[config.mk]
export PLATFORM = sky130hd
export DESIGN_NAME = alu_arbiter
export DESIGN_NICKNAME = d
export VERILOG_FILES = /design/src/rtl/alu_arbiter_pkg.sv /design/src/rtl/alu_arbiter_rr_picker.sv /design/src/rtl/alu_arbiter.sv
export SDC_FILE = /design/constraint.sdc
export NUM_CORES = 1
export LEC_CHECK = 0
export BUFFER_PORTS_ARGS = -buffer_cell sky130_fd_sc_hd__buf_4
export CORE_AREA = 3 3 111 113
export CTS_CLUSTER_DIAMETER = 150
export DETAILED_ROUTE_END_ITERATION = 12
export DIE_AREA = 0 0 114 116
export PLACE_DENSITY = 0.76
export SETUP_SLACK_MARGIN = 0.1
export SYNTH_ARGS = -nofsm -noshare
export SYNTH_HDL_FRONTEND = slang
export SYNTH_SLANG_ARGS = --single-unit
[constraint.sdc]
create_clock -name CLK -period 5.9 [get_ports CLK]
set_clock_uncertainty 0.05 [all_clocks]
set_input_delay 0.295 -clock CLK [delete_from_list [all_inputs] [get_ports CLK]]
set_output_delay 0.295 -clock CLK [all_outputs]
set_load 0.05 [all_outputs]
[src/rtl/alu_arbiter_pkg.sv]
// Shared CPU types for the ALU arbiter: ALU opcode, data word and arbiter FSM states.
package alu_arbiter_pkg;

    localparam int unsigned WORD_W = 32;

    typedef logic [WORD_W-1:0] word_t;

    typedef enum logic [3:0] {
        ALU_ADD = 4'd0,
        ALU_SUB = 4'd1,
        ALU_AND = 4'd2,
        ALU_OR  = 4'd3,
        ALU_XOR = 4'd4,
        ALU_SLT = 4'd5,
        ALU_SLL = 4'd6,
        ALU_SRL = 4'd7
    } aluop_t;

    typedef enum logic [1:0] {
        ARB_IDLE = 2'd0,
        ARB_EXEC = 2'd1,
        ARB_RESP = 2'd2
    } arb_state_t;

endpackage

[src/rtl/alu_arbiter_rr_picker.sv]
// Combinational round-robin picker: first set request at or after ptr, wrapping at NREQ.
module alu_arbiter_rr_picker #(
    parameter int unsigned NREQ = 2,
    parameter int unsigned PW   = 1
) (
    input  logic [NREQ-1:0] req,
    input  logic [PW-1:0]   ptr,
    output logic [NREQ-1:0] grant,
    output logic [PW-1:0]   idx
);

    int unsigned j;
    logic        found;

    always_comb begin
        grant = '0;
        idx   = '0;
        found = 1'b0;
        j     = 0;
        for (int unsigned k = 0; k < NREQ; k++) begin
            // Modulo keeps the scan inside 0..NREQ-1 even for non-power-of-2 NREQ.
            j = (32'(ptr) + k) % NREQ;
            if (!found && req[j]) begin
                found    = 1'b1;
                grant[j] = 1'b1;
                idx      = j[PW-1:0];
            end
        end
    end

endmodule

[src/rtl/alu_arbiter.sv]
// Round-robin arbiter sharing one external ALU: IDLE accepts, EXEC drives the ALU, RESP holds result.
module alu_arbiter
    import alu_arbiter_pkg::*;
#(
    parameter int unsigned NREQ = 2,
    parameter int unsigned WORD = 32
) (
    input  logic                CLK,
    input  logic                RST,
    input  logic [NREQ-1:0]     req_valid,
    input  logic [NREQ*4-1:0]   req_op,
    input  logic [NREQ*32-1:0]  req_a,
    input  logic [NREQ*32-1:0]  req_b,
    output logic [NREQ-1:0]     req_ready,
    output logic [NREQ-1:0]     rsp_valid,
    input  logic [NREQ-1:0]     rsp_ready,
    output logic [WORD-1:0]     rsp_result,
    output logic                rsp_zero,
    output logic                rsp_neg,
    output logic                rsp_ovf,
    output logic                busy,
    output logic [3:0]          alu_aluop,
    output logic [WORD-1:0]     alu_portA,
    output logic [WORD-1:0]     alu_portB,
    input  logic [WORD-1:0]     alu_result,
    input  logic                alu_zero,
    input  logic                alu_neg,
    input  logic                alu_ovf
);

    localparam int unsigned PW = (NREQ > 1) ? $clog2(NREQ) : 1;

    arb_state_t      state;
    logic [PW-1:0]   rr_ptr;
    logic [PW-1:0]   owner;
    aluop_t          op_q;
    word_t           a_q;
    word_t           b_q;

    logic [NREQ-1:0] grant;
    logic [PW-1:0]   win_idx;
    logic            accept;
    aluop_t          sel_op;
    word_t           sel_a;
    word_t           sel_b;
    logic [PW-1:0]   next_ptr;

    alu_arbiter_rr_picker #(
        .NREQ (NREQ),
        .PW   (PW)
    ) u_picker (
        .req   (req_valid),
        .ptr   (rr_ptr),
        .grant (grant),
        .idx   (win_idx)
    );

    assign req_ready = (state == ARB_IDLE) ? grant : '0;
    assign accept    = |(req_valid & req_ready);
    assign next_ptr  = (owner == PW'(NREQ - 1)) ? '0 : owner + PW'(1);

    always_comb begin
        sel_op = ALU_ADD;
        sel_a  = '0;
        sel_b  = '0;
        for (int unsigned i = 0; i < NREQ; i++) begin
            if (grant[i]) begin
                sel_op = aluop_t'(req_op[4*i +: 4]);
                sel_a  = req_a[32*i +: 32];
                sel_b  = req_b[32*i +: 32];
            end
        end
    end

    assign alu_aluop = op_q;
    assign alu_portA = a_q;
    assign alu_portB = b_q;

    always_ff @(posedge CLK or posedge RST) begin
        if (RST) begin
            state      <= ARB_IDLE;
            rr_ptr     <= '0;
            owner      <= '0;
            op_q       <= ALU_ADD;
            a_q        <= '0;
            b_q        <= '0;
            rsp_result <= '0;
            rsp_zero   <= 1'b0;
            rsp_neg    <= 1'b0;
            rsp_ovf    <= 1'b0;
            rsp_valid  <= '0;
            busy       <= 1'b0;
        end else begin
            unique case (state)
                ARB_IDLE: begin
                    if (accept) begin
                        owner <= win_idx;
                        op_q  <= sel_op;
                        a_q   <= sel_a;
                        b_q   <= sel_b;
                        busy  <= 1'b1;
                        state <= ARB_EXEC;
                    end
                end
                ARB_EXEC: begin
                    rsp_result <= alu_result;
                    rsp_zero   <= alu_zero;
                    rsp_neg    <= alu_neg;
                    rsp_ovf    <= alu_ovf;
                    rr_ptr     <= next_ptr;
                    rsp_valid  <= NREQ'(1) << owner;
                    state      <= ARB_RESP;
                end
                ARB_RESP: begin
                    // Only the owner's ready completes the handshake.
                    if (rsp_ready[owner]) begin
                        rsp_valid <= '0;
                        busy      <= 1'b0;
                        state     <= ARB_IDLE;
                    end
                end
                default: state <= ARB_IDLE;
            endcase
        end
    end

endmodule

==> reports/metrics.cfg <==
[run_status]
status=complete, no violations

[critical_path]
r2r_slack_ps=4020
r2r_cells=4
crit_buf_inv=2
criticalPathCategory=reg -> out
crit_path_end_kind=output pin
cp_slowest_cell=buf_4
r2r_start=state[1]$_DFFE_PP0P_
worst_r2r_endpoint=alu_portB[26]$_DFFE_PP0P_
critical_path.max_fanout=59
critPathRequiredTime_ps=5560
arrival_ps=2120
critical_path.max_stage_delay_ps=550
crit_path_start_kind=register
critical-path-top-delay-family=buffers and inverters
crit_path_frequent_cell=buf_4
crit_chain=nor2_1 > and3_2 > buf_4 > buf_4

[global_routing]
track_usage=0.212
overflow=0
antenna_found_initial=0
grt_max_degree=71
grt_pass1_wl_um=22300
grt_pass1_vias=4415

[cells_and_area]
fin_nets=855
drive_gt1_frac=0.455
areaGrowthSynthToFinish_pct=51.7
final_cell_area_mm2=0.00712
diodes=0

[sta]
worst_slew_pin_slew_ps=746
setup_tns_ps=0
slew-limit-headroom=0.503
fmax_mhz=406
min_period_ps=2460
grt_setup_unrepaired=false
setup_violations=0
final_max_slew_viol_count=0
post-route-period-util=0.417
final-hold-violation-count=0

[drt]
dr.first_iter.drc_count=294
viasPerCell=5.28
wl_um=14700
post-route-drc-count=0
vias=4363
drt-wirelength-per-cell_um=17.8
first_pass_iters=5
ant_nets=0

[floorplanning]
initial_core_util=0.411
coreArea_mm2=0.0114
fp.dieW_um=114
fp-row-count=39
io_pins=285
die_h_um=116
dieArea_mm2=0.0132

[min_path]
hp-class=in -> async

[clock_network]
cts-root-buf=clkbuf_16
cts_tree=yes
cts_resized=0
cts_setup_buffers=0
ctsHoldBuffers=0
clock_sinks=110
cts_inserted_buffers=9
insertion_delay_ps=330
cts_max_path_buffers=2
clk_pin_slew_ps=70
h-tree-depth=3

[synth]
synth_seq_cells=110
syn_nets=592
yosys_warnings=0
synth_sequential_area_ratio=0.586
syn-instance-count=415
synth.avg_cell_area_um2=11.3
yosys.cell_types.count=18
synth_area_mm2=0.00470

[power]
pwr_density_cell_mw_per_mm2=680
p_leak_nw=3.65
ir_worst_vdd_uv=396

[placement]
gp_congestion=0.862
dpl_cell_area_mm2=0.00685
dp_hpwl_um=10800
port_buffers=284

[flow_run]
drv_cap=0

how the worst max path moves through the flow:
stage,startpoint,to,depth (start not counted)
2_1_floorplan,RST,alu_aluop[0]$_DFFE_PP0P_,1
3_3_place_gp,state[0]$_DFFE_PP0P_,req_ready[0],4
3_5_place_dp,state[1]$_DFFE_PP0P_,req_ready[1],4
4_1_cts,state[1]$_DFFE_PP0P_,req_ready[0],4
5_1_grt,state[1]$_DFFE_PP0P_,req_ready[1],4
6_report,state[1]$_DFFE_PP0P_,req_ready[0],4
cells in the mapped netlist (all sizes together):
cell,number,area [um^2]
clkbuf,15,56.3
or2,1,6.26
nor2,3,11.3
inv,3,11.3
a221o,68,681
buf,24,166
and3,2,12.5
o21ai,2,10.0
o21a,69,518
o22ai,2,12.5
nand2,109,409
nand2b,3,18.8
nor2b,2,12.5
o21bai,1,7.51
mux2,1,11.3
dfrtp,110,2750
per-stage QoR:
step	hold slack (ps)	cells	power [W]	utilization	setup WS, ps
final	11.2	826	0.00484	0.624	3440
after global routing	72.9	826	0.00511	0.624	3300
after CTS	36.2	826	0.00489	0.624	3440
after detailed placement	396	810	0.00432	0.600	3820
after global placement	387	810	0.00426	0.600	3830
after floorplan	350	415	0.00346	-	2650
worst register-to-register path, delay by kind of cell, from the launching register on:
family                 cells  cell delay [ps]
buffers and inverters      1              550
DFF                        1              420
AOI/OAI and AO/OA          1              330
and+or+nand+nor            2              460
final cells by class:
class	count	area [um^2]
Clock buffer	13	250
Clock inverter	3	20.0
Fill cell	977	4300
Inverter	3	13.8
Multi-Input combinational cell	263	1720
Sequential cell	110	2750
Tap cell	143	179
Timing Repair Buffer	291	2180
cells in the final DEF (no fill, tap or decap), types with 2 or more instances in the layout:
cell type,n
buf_4,291
dfrtp_1,110
nand2_1,109
o21a_1,69
a221o_1,68
clkbuf_16,9
nand2b_1,3
clkbuf_1,3
nor2_1,2
and3_2,2
o22ai_1,2
inv_1,2
o21ai_0,2
clkinvlp_4,2
registers in the layout, indices dropped and copies added (netlist names):
name and flops:
alu_portA 32, alu_portB 32, rsp_result 32, alu_aluop 4, rsp_valid 2, state 2, busy 1, owner 1
rr_ptr 1, rsp_neg 1, rsp_ovf 1, rsp_zero 1
kinds of logic after synthesis:
| group | Yosys count | synth area share |
|---|---|---|
| buf+inv | 42 | 0.0498 |
| compound gates | 142 | 0.262 |
| flops | 110 | 0.586 |
| mux | 1 | 0.00240 |
| simple gates | 120 | 0.100 |
layer usage:
metal  GRT usage  share of wire  vias up
li1            -              -     2026
met1       0.256           0.38     2094
met2       0.371           0.51      216
met3      0.0465          0.086       27
met4      0.0792          0.025        0
met5           0              0        -
where the power goes:
part	internal (W)	leakage (nW)	switching, W
logic	0.000983	2.17	0.00196
registers	0.00113	1.35	0.000220
clock network	0.000298	0.126	0.000257
total	0.00241	3.65	0.00244
Note: power is estimated with default switching activity, not from simulation.
